[config.mk]
export PLATFORM = sky130hd
export DESIGN_NAME = fifo_flush_reader
export DESIGN_NICKNAME = d
export VERILOG_FILES = /design/src/rtl/fifo_flush_reader_pkg.sv /design/src/rtl/fifo_flush_reader_serializer.sv /design/src/rtl/fifo_flush_reader.sv
export SDC_FILE = /design/constraint.sdc
export NUM_CORES = 1
export LEC_CHECK = 0
export BUFFER_PORTS_ARGS = -buffer_cell sky130_fd_sc_hd__buf_4
export CAP_MARGIN = 20
export CORE_ASPECT_RATIO = 1.5
export CORE_MARGIN = 2
export CORE_UTILIZATION = 25
export CTS_CLUSTER_SIZE = 28
export DETAILED_ROUTE_END_ITERATION = 12
export GPL_TIMING_DRIVEN = 0
export HOLD_SLACK_MARGIN = 0.02
export PLACE_DENSITY = 0.53
export SYNTH_ARGS = -nofsm -noshare
export SYNTH_HDL_FRONTEND = slang
export SYNTH_HIERARCHICAL = 1
export SYNTH_SLANG_ARGS = --single-unit
[constraint.sdc]
create_clock -name clk -period 1.9 [get_ports clk]
set_clock_uncertainty 0.05 [all_clocks]
set_input_delay 0.095 -clock clk [delete_from_list [all_inputs] [get_ports clk]]
set_output_delay 0.095 -clock clk [all_outputs]
set_load 0.01 [all_outputs]
[src/rtl/fifo_flush_reader_pkg.sv]
// Shared constants, state encoding and pad-search helper for the nibble flush FIFO reader.
package fifo_flush_pkg;

    localparam logic [3:0] PAD_NIBBLE       = 4'hC;
    localparam int         NIBBLES_PER_WORD = 8;
    localparam int         FLUSH_HOLD       = 3;

    // F1..F3 hold the flush request for FLUSH_HOLD consecutive cycles.
    typedef enum logic [2:0] {
        ST_IDLE  = 3'd0,
        ST_F1    = 3'd1,
        ST_F2    = 3'd2,
        ST_F3    = 3'd3,
        ST_DRAIN = 3'd4,
        ST_GAP   = 3'd5
    } reader_state_e;

    // Number of valid nibbles: index of the first pad slot, or 8 when none is present.
    function automatic logic [3:0] first_pad_index(input logic [31:0] word);
        logic [3:0] cnt;
        logic       found;
        cnt   = 4'd8;
        found = 1'b0;
        for (int k = 0; k < NIBBLES_PER_WORD; k++) begin
            if (!found && word[4*k +: 4] == PAD_NIBBLE) begin
                cnt   = 4'(k);
                found = 1'b1;
            end
        end
        return cnt;
    endfunction

endpackage

[src/rtl/fifo_flush_reader_serializer.sv]
// Holds the captured flush word and replays its valid nibbles, low slot first, on a valid/ready stream.
module flush_nibble_serializer
    import fifo_flush_pkg::*;
(
    input  logic        clk,
    input  logic        reset,
    input  logic        load_i,
    input  logic [31:0] load_word_i,
    input  logic [3:0]  load_count_i,
    input  logic        active_i,
    input  logic        nib_ready_i,
    output logic        nib_valid_o,
    output logic [3:0]  nib_data_o,
    output logic        nib_last_o,
    output logic        accept_o,
    output logic        done_o
);

    logic [31:0] word_q, word_d;
    logic [3:0]  count_q, count_d;
    logic [2:0]  idx_q, idx_d;
    logic [3:0]  slot;

    always_ff @(posedge clk or negedge reset) begin
        if (!reset) begin
            word_q  <= '0;
            count_q <= '0;
            idx_q   <= '0;
        end else begin
            word_q  <= word_d;
            count_q <= count_d;
            idx_q   <= idx_d;
        end
    end

    // Handshake: a nibble transfers on a cycle where valid and ready are both high;
    // while ready is low the presented data and last flag stay unchanged.
    always_comb begin
        word_d      = word_q;
        count_d     = count_q;
        idx_d       = idx_q;
        slot        = word_q[{idx_q, 2'b00} +: 4];
        nib_valid_o = active_i;
        nib_data_o  = active_i ? slot : 4'h0;
        nib_last_o  = active_i && ({1'b0, idx_q} == (count_q - 4'd1));
        accept_o    = active_i && nib_ready_i;
        done_o      = accept_o && nib_last_o;
        if (load_i) begin
            word_d  = load_word_i;
            count_d = load_count_i;
            idx_d   = 3'd0;
        end else if (accept_o) begin
            idx_d = idx_q + 3'd1;
        end
    end

endmodule

[src/rtl/fifo_flush_reader.sv]
// Read-side initiator for the nibble flush FIFO: flush handshake, word capture, nibble replay.
// Optional event counters are built when FLUSH_READER_STATS_EN is defined.
module fifo_flush_reader
    import fifo_flush_pkg::*;
#(
    parameter int IDLE_TIMEOUT = 16,
    parameter int TO_W         = 5
) (
    input  logic        clk,
    input  logic        reset,
    input  logic        fifo_data_avail_i,
    input  logic        fifo_empty_i,
    input  logic [31:0] fifo_rd_data_i,
    output logic        fifo_flush_o,
    output logic        nib_valid_o,
    output logic [3:0]  nib_data_o,
    output logic        nib_last_o,
    input  logic        nib_ready_i,
    output logic        busy_o
`ifdef FLUSH_READER_STATS_EN
    ,
    output logic [15:0] stat_words_o,
    output logic [15:0] stat_nibbles_o,
    output logic [7:0]  stat_empty_o,
    output logic [7:0]  stat_timeout_o
`endif
);

    localparam logic [TO_W-1:0] TO_LIMIT = TO_W'(IDLE_TIMEOUT);

    reader_state_e   state_q, state_d;
    logic [TO_W-1:0] to_q, to_d;
    logic            flush_q, flush_d;
    logic            start, to_start, load;
    logic [3:0]      pad_count;
    logic            accept, done;

    always_ff @(posedge clk or negedge reset) begin
        if (!reset) begin
            state_q <= ST_IDLE;
            to_q    <= '0;
            flush_q <= 1'b0;
        end else begin
            state_q <= state_d;
            to_q    <= to_d;
            flush_q <= flush_d;
        end
    end

    always_comb begin
        state_d   = state_q;
        to_d      = '0;
        start     = 1'b0;
        to_start  = 1'b0;
        pad_count = first_pad_index(fifo_rd_data_i);
        load      = (state_q == ST_F3);
        case (state_q)
            ST_IDLE: begin
                to_start = (IDLE_TIMEOUT != 0) && !fifo_empty_i && (to_q == TO_LIMIT);
                start    = fifo_data_avail_i || to_start;
                if (start) begin
                    state_d = ST_F1;
                end else if (!fifo_empty_i && !fifo_data_avail_i) begin
                    to_d = (to_q == TO_LIMIT) ? to_q : to_q + 1'b1;
                end
            end
            ST_F1:    state_d = ST_F2;
            ST_F2:    state_d = ST_F3;
            // An all-pad word carries no nibbles, so skip straight to the closing gap.
            ST_F3:    state_d = (pad_count != 4'd0) ? ST_DRAIN : ST_GAP;
            ST_DRAIN: state_d = done ? ST_GAP : ST_DRAIN;
            ST_GAP:   state_d = ST_IDLE;
            default:  state_d = ST_IDLE;
        endcase
        flush_d = (state_d == ST_F1) || (state_d == ST_F2) || (state_d == ST_F3);
    end

    assign fifo_flush_o = flush_q;
    assign busy_o       = (state_q != ST_IDLE);

    flush_nibble_serializer u_serializer (
        .clk          (clk),
        .reset        (reset),
        .load_i       (load),
        .load_word_i  (fifo_rd_data_i),
        .load_count_i (pad_count),
        .active_i     (state_q == ST_DRAIN),
        .nib_ready_i  (nib_ready_i),
        .nib_valid_o  (nib_valid_o),
        .nib_data_o   (nib_data_o),
        .nib_last_o   (nib_last_o),
        .accept_o     (accept),
        .done_o       (done)
    );

`ifdef FLUSH_READER_STATS_EN
    logic [15:0] words_q, words_d;
    logic [15:0] nibbles_q, nibbles_d;
    logic [7:0]  empty_q, empty_d;
    logic [7:0]  timeout_q, timeout_d;

    always_ff @(posedge clk or negedge reset) begin
        if (!reset) begin
            words_q   <= '0;
            nibbles_q <= '0;
            empty_q   <= '0;
            timeout_q <= '0;
        end else begin
            words_q   <= words_d;
            nibbles_q <= nibbles_d;
            empty_q   <= empty_d;
            timeout_q <= timeout_d;
        end
    end

    // A start with data_avail high is an ordinary start even if the timeout also expired.
    always_comb begin
        words_d   = words_q + (done ? 16'd1 : 16'd0);
        nibbles_d = nibbles_q + (accept ? 16'd1 : 16'd0);
        empty_d   = empty_q + ((load && pad_count == 4'd0) ? 8'd1 : 8'd0);
        timeout_d = timeout_q + ((to_start && !fifo_data_avail_i) ? 8'd1 : 8'd0);
    end

    assign stat_words_o   = words_q;
    assign stat_nibbles_o = nibbles_q;
    assign stat_empty_o   = empty_q;
    assign stat_timeout_o = timeout_q;
`endif

endmodule
==> results by group <==
Setup path
  – Critical path class: register to output pin
  – CP Data Arrival Time: 1.74 ns
  – Req. time, crit path: 1.75 ns
  – Startpoint Class: register
  – CP Max Fanout: 9
  – Crit. Startpoint: u_serializer/idx_q[1]$_DFFE_PN0P_
  – Worst Setup End Kind: output pin
  – R2r startpoint: state_q[0]$_DFF_PN0_

GRT
  – Largest net degree at the start of global routing: 49
  – Met1 usage: 12.9%
  – GR Layer Usage met3: 2.58%
  – GRT Util Overall: 11.7%
  – Initial antenna violation count: 0
  – Global routing usage on met2: 21.2%
  – Total congestion overflow: 0
  – Via count of the first global-routing pass: between 1500 and 2000
  – Busiest grt layer: met2
  – First-pass GRT wire length: a little under 10 mm

Clock tree
  – CTS buffer count: 5
  – Clk buf depth: 2
  – H-tree levels: 2
  – Clock sink count: 48
  – CTS tree: done
  – Clock-pin slew on the worst setup and hold paths: 0.07 ns
  – CTS root buf: clkbuf_16
  – Clock Latency Late Sink: between 0.2 and 0.3 ns

Die
  – FP Rows: 44
  – Die area: roughly 11000 µm²
  – Die Wd: between 80 and 90 µm
  – Placeable Area: 9580 µm²
  – Initial Utilization: 25.4%
  – Top Ports: 45
  – Die Height: 125 µm

Cells and area
  – Number of diodes: 0
  – Post-layout util: about 36%
  – Nets: 325
  – Layout cells sized above 1: 38.7%
  – Area grow syn2layout: 41.1%

Route
  – WL/cell: 14.6 µm
  – Final WL: 5.84 mm
  – Drt via density: 4.57
  – DRC viols: 0
  – Antenna-violating nets left: 0
  – Vias: 1825
  – DRT iter0 DRCs: 54
  – DRT Pass-1 Iters: 4

Synth
  – Syn avg cell area: 12.4 µm²
  – Ys Warns: 6
  – Post-synthesis cell count: approximately 200
  – Post-Syn Area: between 2000 and 2500 µm²
  – Syn nets: 238

STA
  – Setup TNS: 0 ns
  – Tmin final: about 1.9 ns
  – RSZ-0062 raised after global routing: yes
  – Slew margin rel.: ~57%
  – Fmax: roughly 530 MHz
  – Final worst path period share: 99.3%
  – Final hold violation count: 0
  – Final Max Tran Viols: 0
  – Endpoints failing setup: 0
  – Slew of the pin with the lowest slew margin: 0.638 ns
  – Setup ws final: 0.0131 ns

Worst hold path
  – Hold crit path type: input port to register
  – Worst hold start: fifo_rd_data_i[1]

Pwr
  – P per Cell Area: around 1200 nW/µm²
  – Worst VDD drop: 0.000538 V
  – Leak Pwr: 1.47 nW
  – Overall power: around 4.2 mW

Status
  – Status: finished, final reports clean

Place
  – Hpwl dp: approximately 4.3 mm
  – Routability cong.: 0.757
  – Post-Place Worst Slack: -0.151 ns
  – PortBufs: 44

Job
  – Max-cap violations: 0
## layout by cell type (no fill, tap or decap), types with 6 or more instances in the layout
cell,n
buf_4,47
mux2_2,33
mux4_2,8
nand3_1,7
nand2_1,11
dlygate4sd3_1,34
nor2_1,17
inv_1,6
dfrtp_1,48
## path summary, 6_finish.rpt
check	endpoint	slack, ns	cells after the start
setup / recovery	nib_data_o[3]	0.01	5
hold / removal	u_serializer/word_q[1]$_DFFE_PN0P_	0.04	2
setup reg to reg	to_q[3]$_DFFE_PN0P_	0.08	4
hold reg to reg	to_q[0]$_DFFE_PN0P_	0.43	1
max in group asynchronous	state_q[2]$_DFF_PN0_	1.05	2
min in group asynchronous	u_serializer/word_q[1]$_DFFE_PN0P_	0.32	2
## power by group
group	switching (mW)	internal (mW)
logic	0.665	1.01
clock network	0.371	0.478
registers	0.244	1.47
## worst max-delay path, cell delays in order, from the launching register on
cell	delay, ns
dfrtp_1	0.38
buf_8	0.16
mux4_2	0.52
mux2i_1	0.16
nor2_1	0.07
buf_4	0.14
## final cells by class
type,instances,area [µm²]
flip-flops and latches,48,1200
clock buffers,5,125
inverters,7,26.3
plain buffers,11,80.1
fillers,992,6140
well taps,115,144
clock inverters,2,12.5
multi-input cells,131,1160
repair buffers,80,686
## sequential cells by signal, summed over array words and instances, names as in the netlist
register and cells:
u_serializer/idx_q 3, state_q 3, u_serializer/count_q 4, fifo_flush_o 1, u_serializer/word_q 32, to_q 5
## metrics by stage
stage | area, µm² | std cells | hold slack, ns
2_1_floorplan | 2430 | 197 | -0.251
3_3_place_gp | 2910 | 356 | 0.111
3_5_place_dp | 2910 | 356 | 0.114
4_1_cts | 3420 | 399 | 0.0358
5_1_grt | 3440 | 399 | 0.0432
6_report | 3440 | 399 | 0.0352
## layer usage
layer / wire, µm / vias to the layer above
met3: 226 / 9
met1: 2300 / 899
li1: - / 875
met5: 0 / -
met2: 3200 / 42
met4: 108 / 0
## repair_timing
item,in CTS,in global routing
setup endpoints to repair,6,17
hold endpoints to repair,80,0
resized for setup,4,5
hold buffers,34,0
gates cloned,0,0
setup buffers,2,0
Note: power is estimated with default switching activity, not from simulation.
